`config.mk`:
```
export PLATFORM = sky130hd
export DESIGN_NAME = regfile_write_arbiter_flat
export DESIGN_NICKNAME = d
export VERILOG_FILES = /design/src/rtl/regfile_write_arbiter_if.sv /design/src/rtl/regfile_write_arbiter.sv /design/src/flat_wrapper.sv
export SDC_FILE = /design/constraint.sdc
export NUM_CORES = 1
export LEC_CHECK = 0
export CAP_MARGIN = 25
export CORE_MARGIN = 3
export CORE_UTILIZATION = 39
export DETAILED_ROUTE_END_ITERATION = 7
export PLACE_DENSITY_LB_ADDON = 0.08
export SLEW_MARGIN = 0
export SYNTH_ARGS = -nofsm -noshare
export SYNTH_HDL_FRONTEND = slang
export SYNTH_SLANG_ARGS = --single-unit
export TNS_END_PERCENT = 50
```
`constraint.sdc`:
```
create_clock -name clk -period 1.7 [get_ports clk]
set_input_delay 0.255 -clock clk [delete_from_list [all_inputs] [get_ports clk]]
set_output_delay 0.255 -clock clk [all_outputs]
set_load 0.02 [all_outputs]
```
`src/rtl/regfile_write_arbiter_if.sv`:
```
// -----------------------------------------------------------------------------
// regfile_write_arbiter_if
//
// Purpose: bundles the two requester write ports, the control-unit hold and the
// register-bank write-stage outputs of regfile_write_arbiter.
//
// Signals:
//   req0/req1     requester write request (0 = ALU writeback, 1 = load unit)
//   addr0/addr1   target register index
//   data0/data1   write data
//   gnt0/gnt1     grant; a transfer happens on an edge where req & gnt
//   hold          control-unit stall, blocks new grants
//   chosen        one-hot register select of the write stage
//   w_en          bank write enable
//   w_data        bank write data
//   busy          mirrors w_en
//   err           sticky protocol error
//
// Modports:
//   master  requester / control side (drives requests and hold)
//   slave   arbiter side
// -----------------------------------------------------------------------------
interface regfile_write_arbiter_if #(
    parameter int NREG = 8,
    parameter int AW   = 3,
    parameter int DW   = 9
);
    logic            req0;
    logic            req1;
    logic [AW-1:0]   addr0;
    logic [AW-1:0]   addr1;
    logic [DW-1:0]   data0;
    logic [DW-1:0]   data1;
    logic            gnt0;
    logic            gnt1;
    logic            hold;
    logic [NREG-1:0] chosen;
    logic            w_en;
    logic [DW-1:0]   w_data;
    logic            busy;
    logic            err;

    modport master (
        output req0, req1, addr0, addr1, data0, data1, hold,
        input  gnt0, gnt1, chosen, w_en, w_data, busy, err
    );

    modport slave (
        input  req0, req1, addr0, addr1, data0, data1, hold,
        output gnt0, gnt1, chosen, w_en, w_data, busy, err
    );
endinterface

```
`src/rtl/regfile_write_arbiter.sv`:
```
// -----------------------------------------------------------------------------
// regfile_write_arbiter
//
// Purpose: round-robin arbiter for two register-bank writers. Grants are
// combinational; the winning write is captured into a single registered write
// stage that drives the bank's one-hot select, write enable and write data.
//
// Ports:
//   clk   rising-edge clock
//   rst   synchronous active-low reset
//   bus   regfile_write_arbiter_if.slave (requests, grants, hold, write stage,
//         busy, err)
//
// Optional feature: define REGFILE_ARB_ERR_CHECK_EN to build the protocol
// checker that drives the sticky err output. Without it err is tied to 0.
// -----------------------------------------------------------------------------
module regfile_write_arbiter #(
    parameter int NREG = 8,
    parameter int AW   = 3,
    parameter int DW   = 9
) (
    input  logic                    clk,
    input  logic                    rst,
    regfile_write_arbiter_if.slave  bus
);

    typedef enum logic {
        ST_IDLE  = 1'b0,
        ST_WRITE = 1'b1
    } state_t;

    state_t          r_state;
    state_t          w_state_nxt;

    logic            r_ptr;
    logic [NREG-1:0] r_chosen;
    logic [DW-1:0]   r_wdata;

    logic            w_gnt0;
    logic            w_gnt1;
    logic            w_xfer;
    logic            w_win;
    logic [AW-1:0]   w_addr;
    logic [DW-1:0]   w_data_win;
    logic            w_addr_ok;
    logic            w_load;

    // A requester wins when it is alone or when the pointer favours it.
    // Reset and hold suppress both grants.
    assign w_gnt0     = rst & ~bus.hold & bus.req0 & (~bus.req1 | ~r_ptr);
    assign w_gnt1     = rst & ~bus.hold & bus.req1 & (~bus.req0 |  r_ptr);
    assign w_xfer     = w_gnt0 | w_gnt1;
    assign w_win      = w_gnt1;
    assign w_addr     = w_win ? bus.addr1 : bus.addr0;
    assign w_data_win = w_win ? bus.data1 : bus.data0;
    assign w_addr_ok  = (32'(w_addr) < NREG);
    // Out-of-range addresses still complete the handshake, but the write is
    // dropped so the stage stays idle.
    assign w_load     = w_xfer & w_addr_ok;

    always_ff @(posedge clk) begin
        if (!rst) begin
            r_state <= ST_IDLE;
        end else begin
            r_state <= w_state_nxt;
        end
    end

    always_comb begin
        w_state_nxt = ST_IDLE;
        case (r_state)
            ST_IDLE:  w_state_nxt = w_load ? ST_WRITE : ST_IDLE;
            ST_WRITE: w_state_nxt = w_load ? ST_WRITE : ST_IDLE;
            default:  w_state_nxt = ST_IDLE;
        endcase
    end

    always_ff @(posedge clk) begin
        if (!rst) begin
            r_ptr    <= 1'b0;
            r_chosen <= '0;
            r_wdata  <= '0;
        end else begin
            // The pointer moves to whichever requester did not win.
            if (w_xfer) begin
                r_ptr   <= ~w_win;
                r_wdata <= w_data_win;
            end
            r_chosen <= w_load ? (NREG'(1) << w_addr) : '0;
        end
    end

    assign bus.gnt0   = w_gnt0;
    assign bus.gnt1   = w_gnt1;
    assign bus.chosen = r_chosen;
    assign bus.w_en   = (r_state == ST_WRITE);
    assign bus.busy   = (r_state == ST_WRITE);
    assign bus.w_data = r_wdata;

`ifdef REGFILE_ARB_ERR_CHECK_EN
    // A request is pending when it was raised but not granted on the last
    // edge; a pending request must keep req, addr and data unchanged.
    logic          r_pend0;
    logic          r_pend1;
    logic [AW-1:0] r_paddr0;
    logic [AW-1:0] r_paddr1;
    logic [DW-1:0] r_pdata0;
    logic [DW-1:0] r_pdata1;
    logic          r_err;
    logic          w_viol;

    assign w_viol = (r_pend0 & (~bus.req0 | (bus.addr0 != r_paddr0) | (bus.data0 != r_pdata0)))
                  | (r_pend1 & (~bus.req1 | (bus.addr1 != r_paddr1) | (bus.data1 != r_pdata1)))
                  | (w_xfer & ~w_addr_ok);

    always_ff @(posedge clk) begin
        if (!rst) begin
            r_pend0  <= 1'b0;
            r_pend1  <= 1'b0;
            r_paddr0 <= '0;
            r_paddr1 <= '0;
            r_pdata0 <= '0;
            r_pdata1 <= '0;
            r_err    <= 1'b0;
        end else begin
            r_pend0  <= bus.req0 & ~w_gnt0;
            r_pend1  <= bus.req1 & ~w_gnt1;
            r_paddr0 <= bus.addr0;
            r_paddr1 <= bus.addr1;
            r_pdata0 <= bus.data0;
            r_pdata1 <= bus.data1;
            r_err    <= r_err | w_viol;
        end
    end

    assign bus.err = r_err;
`else
    assign bus.err = 1'b0;
`endif

endmodule

```
`src/flat_wrapper.sv`:
```
// flat-port wrapper written by rule: the top's interface ports become plain ports
module regfile_write_arbiter_flat 
#(
    parameter int NREG = 8,
    parameter int AW   = 3,
    parameter int DW   = 9
)
  (clk, rst, bus_req0, bus_req1, bus_addr0, bus_addr1, bus_data0, bus_data1, bus_hold, bus_gnt0, bus_gnt1, bus_chosen, bus_w_en, bus_w_data, bus_busy, bus_err);
  regfile_write_arbiter_if #(.NREG(NREG), .AW(AW), .DW(DW)) bus_i ();
  input  logic clk;
  input  logic rst;
  input wire logic [$bits(bus_i.req0)-1:0] bus_req0;
  input wire logic [$bits(bus_i.req1)-1:0] bus_req1;
  input wire logic [$bits(bus_i.addr0)-1:0] bus_addr0;
  input wire logic [$bits(bus_i.addr1)-1:0] bus_addr1;
  input wire logic [$bits(bus_i.data0)-1:0] bus_data0;
  input wire logic [$bits(bus_i.data1)-1:0] bus_data1;
  input wire logic [$bits(bus_i.hold)-1:0] bus_hold;
  output wire logic [$bits(bus_i.gnt0)-1:0] bus_gnt0;
  output wire logic [$bits(bus_i.gnt1)-1:0] bus_gnt1;
  output wire logic [$bits(bus_i.chosen)-1:0] bus_chosen;
  output wire logic [$bits(bus_i.w_en)-1:0] bus_w_en;
  output wire logic [$bits(bus_i.w_data)-1:0] bus_w_data;
  output wire logic [$bits(bus_i.busy)-1:0] bus_busy;
  output wire logic [$bits(bus_i.err)-1:0] bus_err;
  assign bus_i.req0 = bus_req0;
  assign bus_i.req1 = bus_req1;
  assign bus_i.addr0 = bus_addr0;
  assign bus_i.addr1 = bus_addr1;
  assign bus_i.data0 = bus_data0;
  assign bus_i.data1 = bus_data1;
  assign bus_i.hold = bus_hold;
  assign bus_gnt0 = bus_i.gnt0;
  assign bus_gnt1 = bus_i.gnt1;
  assign bus_chosen = bus_i.chosen;
  assign bus_w_en = bus_i.w_en;
  assign bus_w_data = bus_i.w_data;
  assign bus_busy = bus_i.busy;
  assign bus_err = bus_i.err;
  regfile_write_arbiter #(.NREG(NREG), .AW(AW), .DW(DW)) u_core (.clk(clk), .rst(rst), .bus(bus_i));
endmodule
```
==> results_dict.tcl, run 1 <==
set metrics [dict create \
    gr-total-overflow 0 \
    io_pins 51 \
    nets 200 \
    clk_pin_slew_worst_paths_ps 120 \
    synth_fp_nets 144 \
    die_width_um 56.7 \
    drtIter0Drc 35 \
    arrival_ps 1390 \
    cts.htree.levels 1 \
    cts_tree "built" \
    place.port_buffers 49 \
    synthAdderAreaFrac 0 \
    critPathLaunchType "primary input" \
    synth-seq-area-share 0.380 \
    p_per_area_nw_per_um2 635 \
    clockBufferDepth 2 \
    max_freq_mhz 606 \
    fin_worst_skew_ps 9.68 \
    min_period_ps 1650 \
    postCtsSetupBuffers 0 \
    n_fill_cell 202 \
    final_area_um2 1570 \
    synth_edf_count 0 \
    synth_simple_gate_area_share 0.231 \
    setup_viol 0 \
    place_area_um2 1540 \
    critPathKind "in -> out" \
    cap_violations 0 \
    required_ps 1440 \
    dr.pass1.iters 4 \
    num_vias 1109 \
    grt_pass1_vias 1006 \
    cts_buffers 3 \
    die_y_um 56.7 \
    max_stage_delay_ps 570 \
    cp-end-kind "output port" \
    syn_area_um2 1000 \
    n_antenna_cell 0 \
    status "finished clean" \
    fin_crit_sh 0.970 \
    place.detailed.hpwl_um 2200 \
    final_max_slew_viol_count 0 \
    dp_slack_ps -296 \
    path_cells "clkdlybuf4s50_1 -> nand3b_4 -> nor2_1 -> dlygate4sd2_1" \
    yosys_most_used_dff "dfxtp_1" \
    die_area_um2 3210 \
    drc_errors 0 \
    core_area_um2 2320 \
    finalSetupTns_ps 0 \
    grt_usage 0.182 \
    ys_warn_count 0 \
    start_util 0.432 \
    synthMuxAreaShare 0 \
    hold_violations 0 \
    slowest_stage "clkdlybuf4s50_1" \
    synth_xor_area_frac 0 \
    synth_compound_area_frac 0.282 \
    globalplace.congestion 0.770 \
    finalPower_w 0.000995 \
    drive_gt1_frac 0.135 \
    vias_per_cell 5.60 \
    cts_root_buf "clkbuf_4" \
    synth_cell_types 31 \
    cts.hold.buffers_added 0 \
    numClockSinks 19 \
    vdd_drop_max_v 0.000489 \
    placementRows 17 \
    postLayoutSetupSlackWorst_ps 50.3 \
    hold_ws_ps 524 \
    syn_area_per_cell_um2 8.71 \
    p_leak_nw 0.571 \
    cts-resized-gates 4 \
    final_common_cell "clkdlybuf4s50_1" \
    grt_max_degree 21 \
    rsz0062_at_grt "no" \
    async_reset_ff_frac 0 \
    clkLatencyLatePin_ps 310 \
    drt_wl_total_um 2860 \
    antenna_found_initial 0 \
    min_path_type "in -> reg" \
    syn_inst 115 \
    wl_per_cell_um 14.5 \
    synth_top_family_by_area "compound AO/OA/AOI/OAI gates" \
    antenna_left 0 \
    worstPathMaxFanout 4 \
    final_cell_mix "47 x clkdlybuf4s50_1, 19 x dfxtp_1, 17 x a21oi_1" \
    grt_pass1_wl_um 4630 \
    ys_ff_latch 19 \
    synthToLayoutAreaGrowth_pct 56.4 \
]
==> final timing paths <==
check                       start                    to  slack, ps  cells after the start
max reg2reg          u_core.r_ptr  u_core.bus.chosen[6]        230                      4
max                      bus_req1              bus_gnt1         50                      4
min reg2reg  u_core.bus.w_data[5]  u_core.bus.w_data[5]        530                      2
min                  bus_data1[7]  u_core.bus.w_data[7]        520                      3
==> kinds of logic (layout without fill, tap and decap cells) <==
| family | count (synthesis) | after routing |
|---|---|---|
| compound gates | 44 | 44 |
| simple gates | 35 | 35 |
| flops | 19 | 19 |
| buf+inv | 16 | 71 |
| other cells | 1 | 1 |
==> flip-flops by register name, indices dropped and copies added, names as in the netlist <==
name	cells
u_core.bus.chosen	8
u_core.r_ptr	1
u_core.bus.busy	1
u_core.bus.w_data	9
==> cell type report <==
type	count	area, um2	share of cell area
Tap cell	28	35.0	0.0223
Multi-Input combinational cell	80	518	0.330
Clock inverter	1	5.00	0.00319
Sequential cell	19	380	0.243
Inverter	5	18.8	0.0120
Clock buffer	3	22.5	0.0144
Timing Repair Buffer	62	588	0.375
==> layer usage <==
metal  GRT usage  part of all wire  up-vias
met5           0                 0        -
met4      0.0712             0.017        0
met3      0.0345             0.054        5
met2       0.281              0.48       34
met1       0.249              0.45      520
li1            -                 -      550
==> worst max-delay path: cells and delay by family <==
family                 cells  cell delay (ps)
AND/OR/NAND/NOR            2              210
buffers and inverters      2              920
==> synthesized netlist by cell type (2+ instances only) <==
| cell | number | share of area |
|---|---|---|
| inv_1 | 3 | 0.011 |
| nand4_1 | 2 | 0.012 |
| or4_1 | 2 | 0.015 |
| nand3_1 | 10 | 0.050 |
| a21oi_1 | 17 | 0.085 |
| buf_2 | 5 | 0.025 |
| nand4b_1 | 2 | 0.017 |
| o211ai_1 | 2 | 0.015 |
| o2111ai_1 | 6 | 0.052 |
| a311oi_1 | 9 | 0.079 |
| nor2_1 | 4 | 0.015 |
| nand2_1 | 3 | 0.011 |
| o21ai_0 | 9 | 0.045 |
| buf_4 | 2 | 0.015 |
| nor2b_1 | 2 | 0.012 |
| dfxtp_1 | 19 | 0.38 |
| buf_6 | 4 | 0.045 |
==> metrics by stage <==
stage / cells / util
final: 198 / 0.676
after global routing: 198 / 0.676
after CTS: 198 / 0.676
after detailed placement: 194 / 0.664
after global placement: 194 / 0.664
after floorplan: 115 / -
==> where the power goes <==
part	internal (W)	switching [W]	leakage, nW	total (W)
registers	0.000465	0.0000109	0.155	0.000476
clock network	0.0000880	0.000156	0.0177	0.000244
logic	0.000145	0.000131	0.398	0.000276
total	0.000698	0.000298	0.571	0.000995
No activity file was read; power rests on OpenSTA's default activity.
==> run 2: changes to the inputs <==
--- a/config.mk
+++ b/config.mk
@@ -6,12 +6,10 @@
 export NUM_CORES = 1
 export LEC_CHECK = 0
 export CAP_MARGIN = 25
-export CORE_MARGIN = 3
 export CORE_UTILIZATION = 39
 export DETAILED_ROUTE_END_ITERATION = 7
-export PLACE_DENSITY_LB_ADDON = 0.08
+export PLACE_DENSITY = 0.79
 export SLEW_MARGIN = 0
 export SYNTH_ARGS = -nofsm -noshare
 export SYNTH_HDL_FRONTEND = slang
 export SYNTH_SLANG_ARGS = --single-unit
-export TNS_END_PERCENT = 50
==> results_dict.tcl, run 2 (synthesis results as in run 1) <==
set metrics [dict create \
    synthToLayoutAreaGrowth_pct 55.7 \
    start_util 0.408 \
    drt_wl_total_um 2980 \
    cp-end-kind "output port" \
    cts.htree.levels 1 \
    antenna_left 0 \
    gr-total-overflow 0 \
    finalPower_w 0.000982 \
    die_width_um 52.7 \
    min_period_ps 1630 \
    path_cells "clkdlybuf4s50_1 -> nand3b_4 -> nor2_1 -> dlygate4sd2_1" \
    dp.cells 194 \
    n_antenna_cell 0 \
    critPathKind "in -> out" \
    arrival_ps 1370 \
    placementRows 18 \
    vdd_drop_max_v 0.000403 \
    cap_violations 0 \
    max_freq_mhz 615 \
    postCtsSetupBuffers 0 \
    globalplace.congestion 0.788 \
    final_max_slew_viol_count 0 \
    fin_crit_sh 0.956 \
    rsz0062_at_grt "no" \
    cts_buffers 3 \
    drtIter0Drc 24 \
    hold_ws_ps 532 \
    io_pins 51 \
    place.detailed.hpwl_um 2190 \
    core_area_um2 2450 \
    cts_root_buf "clkbuf_4" \
    drc_errors 0 \
    clockBufferDepth 2 \
    cts_tree "built" \
    worstPathMaxFanout 4 \
    largest_reg_flops 9 \
    status "finished clean" \
    grt_usage 0.226 \
    place.port_buffers 49 \
    slowest_stage "clkdlybuf4s50_1" \
    nets 198 \
    grt_max_degree 21 \
    hold_path_depth 2 \
    p_leak_nw 0.563 \
    grt_pass1_wl_um 4610 \
    required_ps 1440 \
    dr.pass1.iters 4 \
    max_stage_delay_ps 570 \
    grt_pass1_vias 1035 \
    min_path_type "reg -> reg" \
    hold_violations 0 \
    fin_worst_skew_ps 2.19 \
    final_common_cell "clkdlybuf4s50_1" \
    ff2ff_path_depth 4 \
    crit_buf_inv 2 \
    cp_top_family "buffers and inverters" \
    num_vias 1147 \
    cp.depth 4 \
    clk_pin_slew_worst_paths_ps 110 \
    fin_cells 198 \
    die_y_um 52.7 \
    vias_per_cell 5.79 \
    antenna_found_initial 0 \
    wl_per_cell_um 15.1 \
    die_area_um2 2780 \
    setup_viol 0 \
    final_cell_mix "47 x clkdlybuf4s50_1, 19 x dfxtp_1, 17 x a21oi_1" \
    p_per_area_nw_per_um2 630 \
    final_core_util 0.636 \
    clkLatencyLatePin_ps 290 \
    critPathLaunchType "primary input" \
    drive_gt1_frac 0.119 \
    numClockSinks 19 \
]
-- run 2: changes by cell type in the layout (fill, tap and decap cells not counted), sizes merged --
cell / delta
clkinv: -1
clkbuf: +2
buf: -2
clkdlybuf4s15: -1
-- run 2: path summary, 6_finish.rpt --
path	startpoint	slack, ps	to
min reg2reg	u_core.bus.w_data[3]	530	u_core.bus.w_data[3]
min	u_core.bus.w_data[3]	530	u_core.bus.w_data[3]
max	bus_req1	70	bus_gnt1
max reg2reg	u_core.r_ptr	270	u_core.bus.chosen[7]
-- run 2: worst register-to-register path, cell delays in order (launching register included) --
cell     delay [ps]
dfxtp_1         440
nor2b_4          60
buf_4           200
or4b_1          540
a21oi_1         130
-- run 2: per-layer routing --
layer / track usage / routed length [um]
met1: 0.290 / 1320
met2: 0.382 / 1480
met3: 0.0319 / 170
met4: 0.0746 / 10
met5: 0 / 0
-- run 2: cell type report --
type | count | area [um2]
Fill cell | 218 | 895
Sequential cell | 19 | 380
Inverter | 5 | 18.8
Timing Repair Buffer | 60 | 579
Clock buffer | 4 | 26.3
Multi-Input combinational cell | 80 | 518
Tap cell | 30 | 37.5
-- run 2: power breakdown --
part,internal [W],switching [W],total (W)
clock network,0.0000911,0.000139,0.000230
logic,0.000143,0.000133,0.000276
registers,0.000465,0.0000117,0.000476
total,0.000699,0.000284,0.000982
-- run 2: what timing repair did --
item,CTS,global route
resized for setup,3,1
setup endpoints to repair,2,1
hold buffers,0,0
-- run 2: through the flow --
step / cell area (um2) / setup WS [ps] / setup TNS (ps)
CTS: 1570 / 22.4 / 0
global route: 1560 / 46.0 / 0
global placement: 1540 / -233 / -731
detailed placement: 1540 / -270 / -1410
floorplan: 1000 / 434 / 0
finish: 1560 / 74.3 / 0
==> variant 1: new RTL, flow settings as in run 2 <==
`NREG` is set to 8 in 3 places; all go to 9.
--- a/src/rtl/regfile_write_arbiter_if.sv
+++ b/src/rtl/regfile_write_arbiter_if.sv
@@ -21,7 +21,7 @@
 //   slave   arbiter side
 // -----------------------------------------------------------------------------
 interface regfile_write_arbiter_if #(
-    parameter int NREG = 8,
+    parameter int NREG = 9,
     parameter int AW   = 3,
     parameter int DW   = 9
 );
--- a/src/rtl/regfile_write_arbiter.sv
+++ b/src/rtl/regfile_write_arbiter.sv
@@ -15,7 +15,7 @@
 // checker that drives the sticky err output. Without it err is tied to 0.
 // -----------------------------------------------------------------------------
 module regfile_write_arbiter #(
-    parameter int NREG = 8,
+    parameter int NREG = 9,
     parameter int AW   = 3,
     parameter int DW   = 9
 ) (
--- a/src/flat_wrapper.sv
+++ b/src/flat_wrapper.sv
@@ -1,7 +1,7 @@
 // flat-port wrapper written by rule: the top's interface ports become plain ports
 module regfile_write_arbiter_flat 
 #(
-    parameter int NREG = 8,
+    parameter int NREG = 9,
     parameter int AW   = 3,
     parameter int DW   = 9
 )
Interface: changed (resized bus_chosen); port bits go from 51 to 52. The function was not compared with the original's and may differ.
==> variant 1 against run 2 <==
  * Routed wire length decreased by 7.3%
  * Design area increased by 0.72%
  * Global-route usage down 2.3 points
  * Count of clock-buffer cells in the layout unchanged
  * Power fell by 0.72%
  * Via count down 3.5%
  * Sequential cell count stayed put
  * Worst setup slack got worse by 0.025 ns
  * Area after synthesis is 0.75% higher
  * Largest power group unchanged
==> variant 1: results (changes against run 2) <==
outcome=finished, final reports clean; largest net degree at the start of global routing=21 (unchanged); Final ANT Viol Nets=0 (unchanged); Total GRT Usage=20.3% (-2.3 points); Cells after Synth=116 (+0.87%); CTS root buf=clkbuf_4; # fillers=229 (+5.0%); total wire length=2760 microns (-7.3%); vias in the first global route=942 (-9.0%); CTS max path bufs=2 (unchanged); library cells used by synthesis=31 (unchanged); Worst Hold Class=reg2reg; # diodes=0 (unchanged); initial antenna violation count=0 (unchanged); clock skew=0.00139 ns (-0.000806 ns); first-pass GRT wire length=4140 microns (-10%); synth cell count leaders=dfxtp_1 (19), a21oi_1 (17), nand3_1 (10), a311oi_1 (9), o21ai_0 (9); largest cells by area after synthesis=dfxtp_1 (38%), a21oi_1 (8.4%), a311oi_1 (7.8%); hold path cells=2 (unchanged); share of layout cells above drive strength 1=12.3% (+0.38 points); WHS=0.522 ns (-0.00955 ns); vias=1107 (-3.5%); Seq/Total Area, Yosys=37.7% (-0.28 points); Setup Fix Bufs, Post-CTS=0 (unchanged); combinational power=0.000277 W (about the same); CTS resizes=2 (-1); routability cong.=0.811 (+2.9%); FF-to-FF setup slack=0.27 ns (about the same); Synth Warn #=0 (unchanged); max reg flops=9 (unchanged); hpwl dp=2080 microns (-5.2%); VDD IR-drop max=0.382 mV (-5.2%); Clk. pwr=0.000223 W (-3%); H-tree depth=1 (unchanged); Reg2Reg Depth=4 (unchanged); total CTS buffers=3 (unchanged); P_leak=0.572 nW (+1.7%); Net Sw Power=0.000275 W (-3.1%); WL/cell=13.7 microns (-8.7%); asr flop ratio synth=0% (unchanged); number of detailed-route iterations in the first pass=4 (unchanged); Clock transition at path regs=0.10 ns; Worst EP arrival=1.40 ns (+0.03 ns); Initial DRC Count=18 (-25%); critical-path maximum fanout=3 (-1); nets@finish=201 (+1.5%); clk_lat worst skew=0.29 ns (about the same); # port buffers=49 (unchanged)
variant 1: cell type report:
class	instances	share of cell area, %
Clock buffer	4	1.67
Inverter	5	1.19
Multi-Input combinational cell	81	33.2
Timing Repair Buffer	62	37.3
Sequential cell	19	24.2
Tap cell	30	2.39
variant 1: stage by stage:
stage | total power (W) | cell area [sq um] | utilization (%) | worst slack, ns
3_3_place_gp | 0.000754 | 1550 | 63.0 | -0.233
4_1_cts | 0.000979 | 1570 | 64.0 | 0.0151
6_report | 0.000975 | 1570 | 64.0 | 0.0498
5_1_grt | 0.00103 | 1570 | 64.0 | 0.00249
2_1_floorplan | 0.000619 | 1010 | - | 0.434
3_5_place_dp | 0.000762 | 1550 | 63.0 | -0.246
variant 1: cells by family (layout without fill, tap and decap cells):
| kind of cell | after synthesis | after routing | synth area share (%) |
|---|---|---|---|
| AOI/OAI and AO/OA | 44 | 44 | 28.0 |
| and+or+nand+nor | 35 | 35 | 22.9 |
| DFF | 19 | 19 | 37.7 |
| buffers and inverters | 17 | 71 | 11.0 |
| other | 1 | 2 | 0.371 |
variant 1: worst paths after layout:
| check | startpoint | endpoint |
|---|---|---|
| hold / removal | u_core.bus.w_data[6] | u_core.bus.w_data[6] |
| hold reg to reg | u_core.bus.w_data[6] | u_core.bus.w_data[6] |
| setup / recovery | rst | bus_gnt0 |
| setup reg to reg | u_core.r_ptr | u_core.bus.chosen[3] |
variant 1: layer usage:
metal / part of all wire, % / GRT usage (%) / routed length, microns
met1: 44 / 25.1 / 1230
met3: 5.6 / 3.16 / 155
met2: 49 / 34.8 / 1360
met4: 0.72 / 7.89 / 20
met5: 0 / 0 / 0
variant 1: worst max-delay path: stages:
cell,delay (ns)
clkdlybuf4s50_1,0.53
and2b_1,0.16
and3_1,0.15
clkdlybuf4s15_1,0.29
==> variant 2: new RTL, settings of run 2 <==
Without the edit above. Add a define of `REGFILE_ARB_ERR_CHECK_EN`.
--- a/src/rtl/regfile_write_arbiter.sv
+++ b/src/rtl/regfile_write_arbiter.sv
@@ -14,6 +14,8 @@
 // Optional feature: define REGFILE_ARB_ERR_CHECK_EN to build the protocol
 // checker that drives the sticky err output. Without it err is tied to 0.
 // -----------------------------------------------------------------------------
+`define REGFILE_ARB_ERR_CHECK_EN
+
 module regfile_write_arbiter #(
     parameter int NREG = 8,
     parameter int AW   = 3,
Behaviour: not the same (a bounded check fails within 4 cycles, from zero or initial values and one cycle with rst low).
==> variant 2 against run 2 <==
  * Power increased by 120%
  * Routed wire length is 28% higher
  * Worst setup slack better by 0.0023 ns
  * Sequential cell count up 27
  * Critical path type unchanged
  * Maximum frequency is 0.14% higher
  * Design area up 63%
  * First-iteration DRC count increased by 33%
  * Critical path depth up 1
  * Area after synthesis rose by 80%
  * Sequential share of layout area is 12 points higher
  * Utilization down 5.7 points
==> variant 2: results (changes against run 2) <==
outcome=finished, final reports clean; routability cong.=0.783 (-0.67%); hpwl dp=2950 microns (+34%); Initial DRC Count=32 (+33%); Synth Net Count=217 (+51%); vias=1481 (+29%); library cells used by synthesis=27 (-13%); H-tree depth=2 (+1); VDD IR-drop max=0.457 mV (+13%); FF-to-FF End=u_core.bus.chosen[3]; total CTS buffers=5 (+2); vias in the first global route=1404 (+36%); # fillers=391 (+79%); Worst Hold Launch=u_core.r_pend0; FF-to-FF Start=u_core.r_ptr; Seq/Total Area, Yosys=51.1% (+13 points); share of layout cells above drive strength 1=12.5% (+0.60 points); largest net degree at the start of global routing=30 (+43%); M3 GR Usage=4.04% (+0.85 points); largest cells by area after synthesis=dfxtp_1 (51%), xnor2_1 (12%), and2_1 (8.3%); GR Util met2=24.7% (-14 points); Reg2Reg Depth=5 (+1); Total GRT Usage=16.8% (-5.8 points); synth cell count leaders=dfxtp_1 (46), nand2_1 (25), and2_1 (24), xnor2_1 (24), nor2_1 (21); CTS root buf=clkbuf_8; Clock transition at path regs=0.08 ns (-0.03 ns); clock skew=0.00185 ns (-0.000347 ns); critical-path maximum fanout=29 (+25); total wire length=3830 microns (+28%); first-pass GRT wire length=6370 microns (+38%); P_leak=0.986 nW (+75%)
[variant 2: cell types whose count changed after synthesis, sizes merged, moves of 6 or more]
cell / run 2 / this run
dfxtp: 19 / 46
and2: 0 / 24
xnor2: 0 / 24
nand2: 4 / 25
a21oi: 17 / 0
nor2: 4 / 21
o21ai: 9 / 1
buf: 11 / 4
nand3: 10 / 3
o2111ai: 6 / 0
[variant 2: metrics by stage]
stage / instance area, sq um / worst slack, ns / hold WS, ns / std cells
global placement: 2440 / -0.424 / 0.452 / 300
floorplan: 1800 / 0.347 / 0.377 / 188
detailed placement: 2440 / -0.458 / 0.453 / 300
finish: 2540 / 0.0767 / 0.462 / 308
CTS: 2530 / 0.0199 / 0.464 / 308
global route: 2540 / -0.0145 / 0.493 / 308
[variant 2: per-layer routing]
metal / up-vias / routed length (microns)
li1: 747 / -
met3: 12 / 219
met1: 680 / 1700
met2: 42 / 1780
met4: 0 / 128
met5: - / 0
[variant 2: final cells by class]
| class | count | area, sq um | area share (%) |
|---|---|---|---|
| inverters | 3 | 11.3 | 0.444 |
| multi-input cells | 130 | 808 | 31.9 |
| repair buffers | 69 | 639 | 25.2 |
| clock inverters | 1 | 5.00 | 0.197 |
| well taps | 52 | 65.1 | 2.57 |
| flip-flops and latches | 46 | 921 | 36.3 |
| clock buffers | 7 | 86.3 | 3.40 |
[variant 2: logic make-up (layout without fill, tap and decap cells)]
group / count (synthesis) / count (layout) / synth area share (%)
AND/OR/NAND/NOR: 88 / 88 / 24.0
flip-flops: 46 / 46 / 51.1
XOR/XNOR: 24 / 24 / 11.7
AO/OA/AOI/OAI: 14 / 14 / 6.25
buffers and inverters: 12 / 80 / 4.38
multiplexers: 4 / 4 / 2.50
[variant 2: power breakdown]
part	total (W)	internal, W	switching, W
logic	0.000359	0.000204	0.000155
registers	0.00116	0.00113	0.0000249
clock network	0.000665	0.000328	0.000337
total	0.00218	0.00166	0.000517
[variant 2: worst max-delay path by stage]
stage | from | endpoint | slack [ns] | cells past startpoint
final | rst | bus_gnt0 | 0.08 | 5
after global routing | rst | bus_gnt0 | -0.01 | 5
after CTS | bus_req0 | bus_gnt1 | 0.02 | 5
after floorplan | u_core.r_ptr | u_core.bus.chosen[7] | 0.35 | 6
after global placement | bus_req0 | bus_gnt1 | -0.42 | 5
after detailed placement | bus_req0 | bus_gnt1 | -0.46 | 5
[variant 2: worst max-delay path: stages]
cell and delay (ns):
clkdlybuf4s50_1 0.47, buf_4 0.25, nand3_1 0.13, inv_1 0.10
buf_2 0.16
[variant 2: what timing repair did]
| action | CTS | global route |
|---|---|---|
| endpoints found under the setup margin | 2 | 2 |
| gates cloned | 0 | 0 |
| resized for setup | 10 | 3 |
| pin swaps | 0 | 0 |
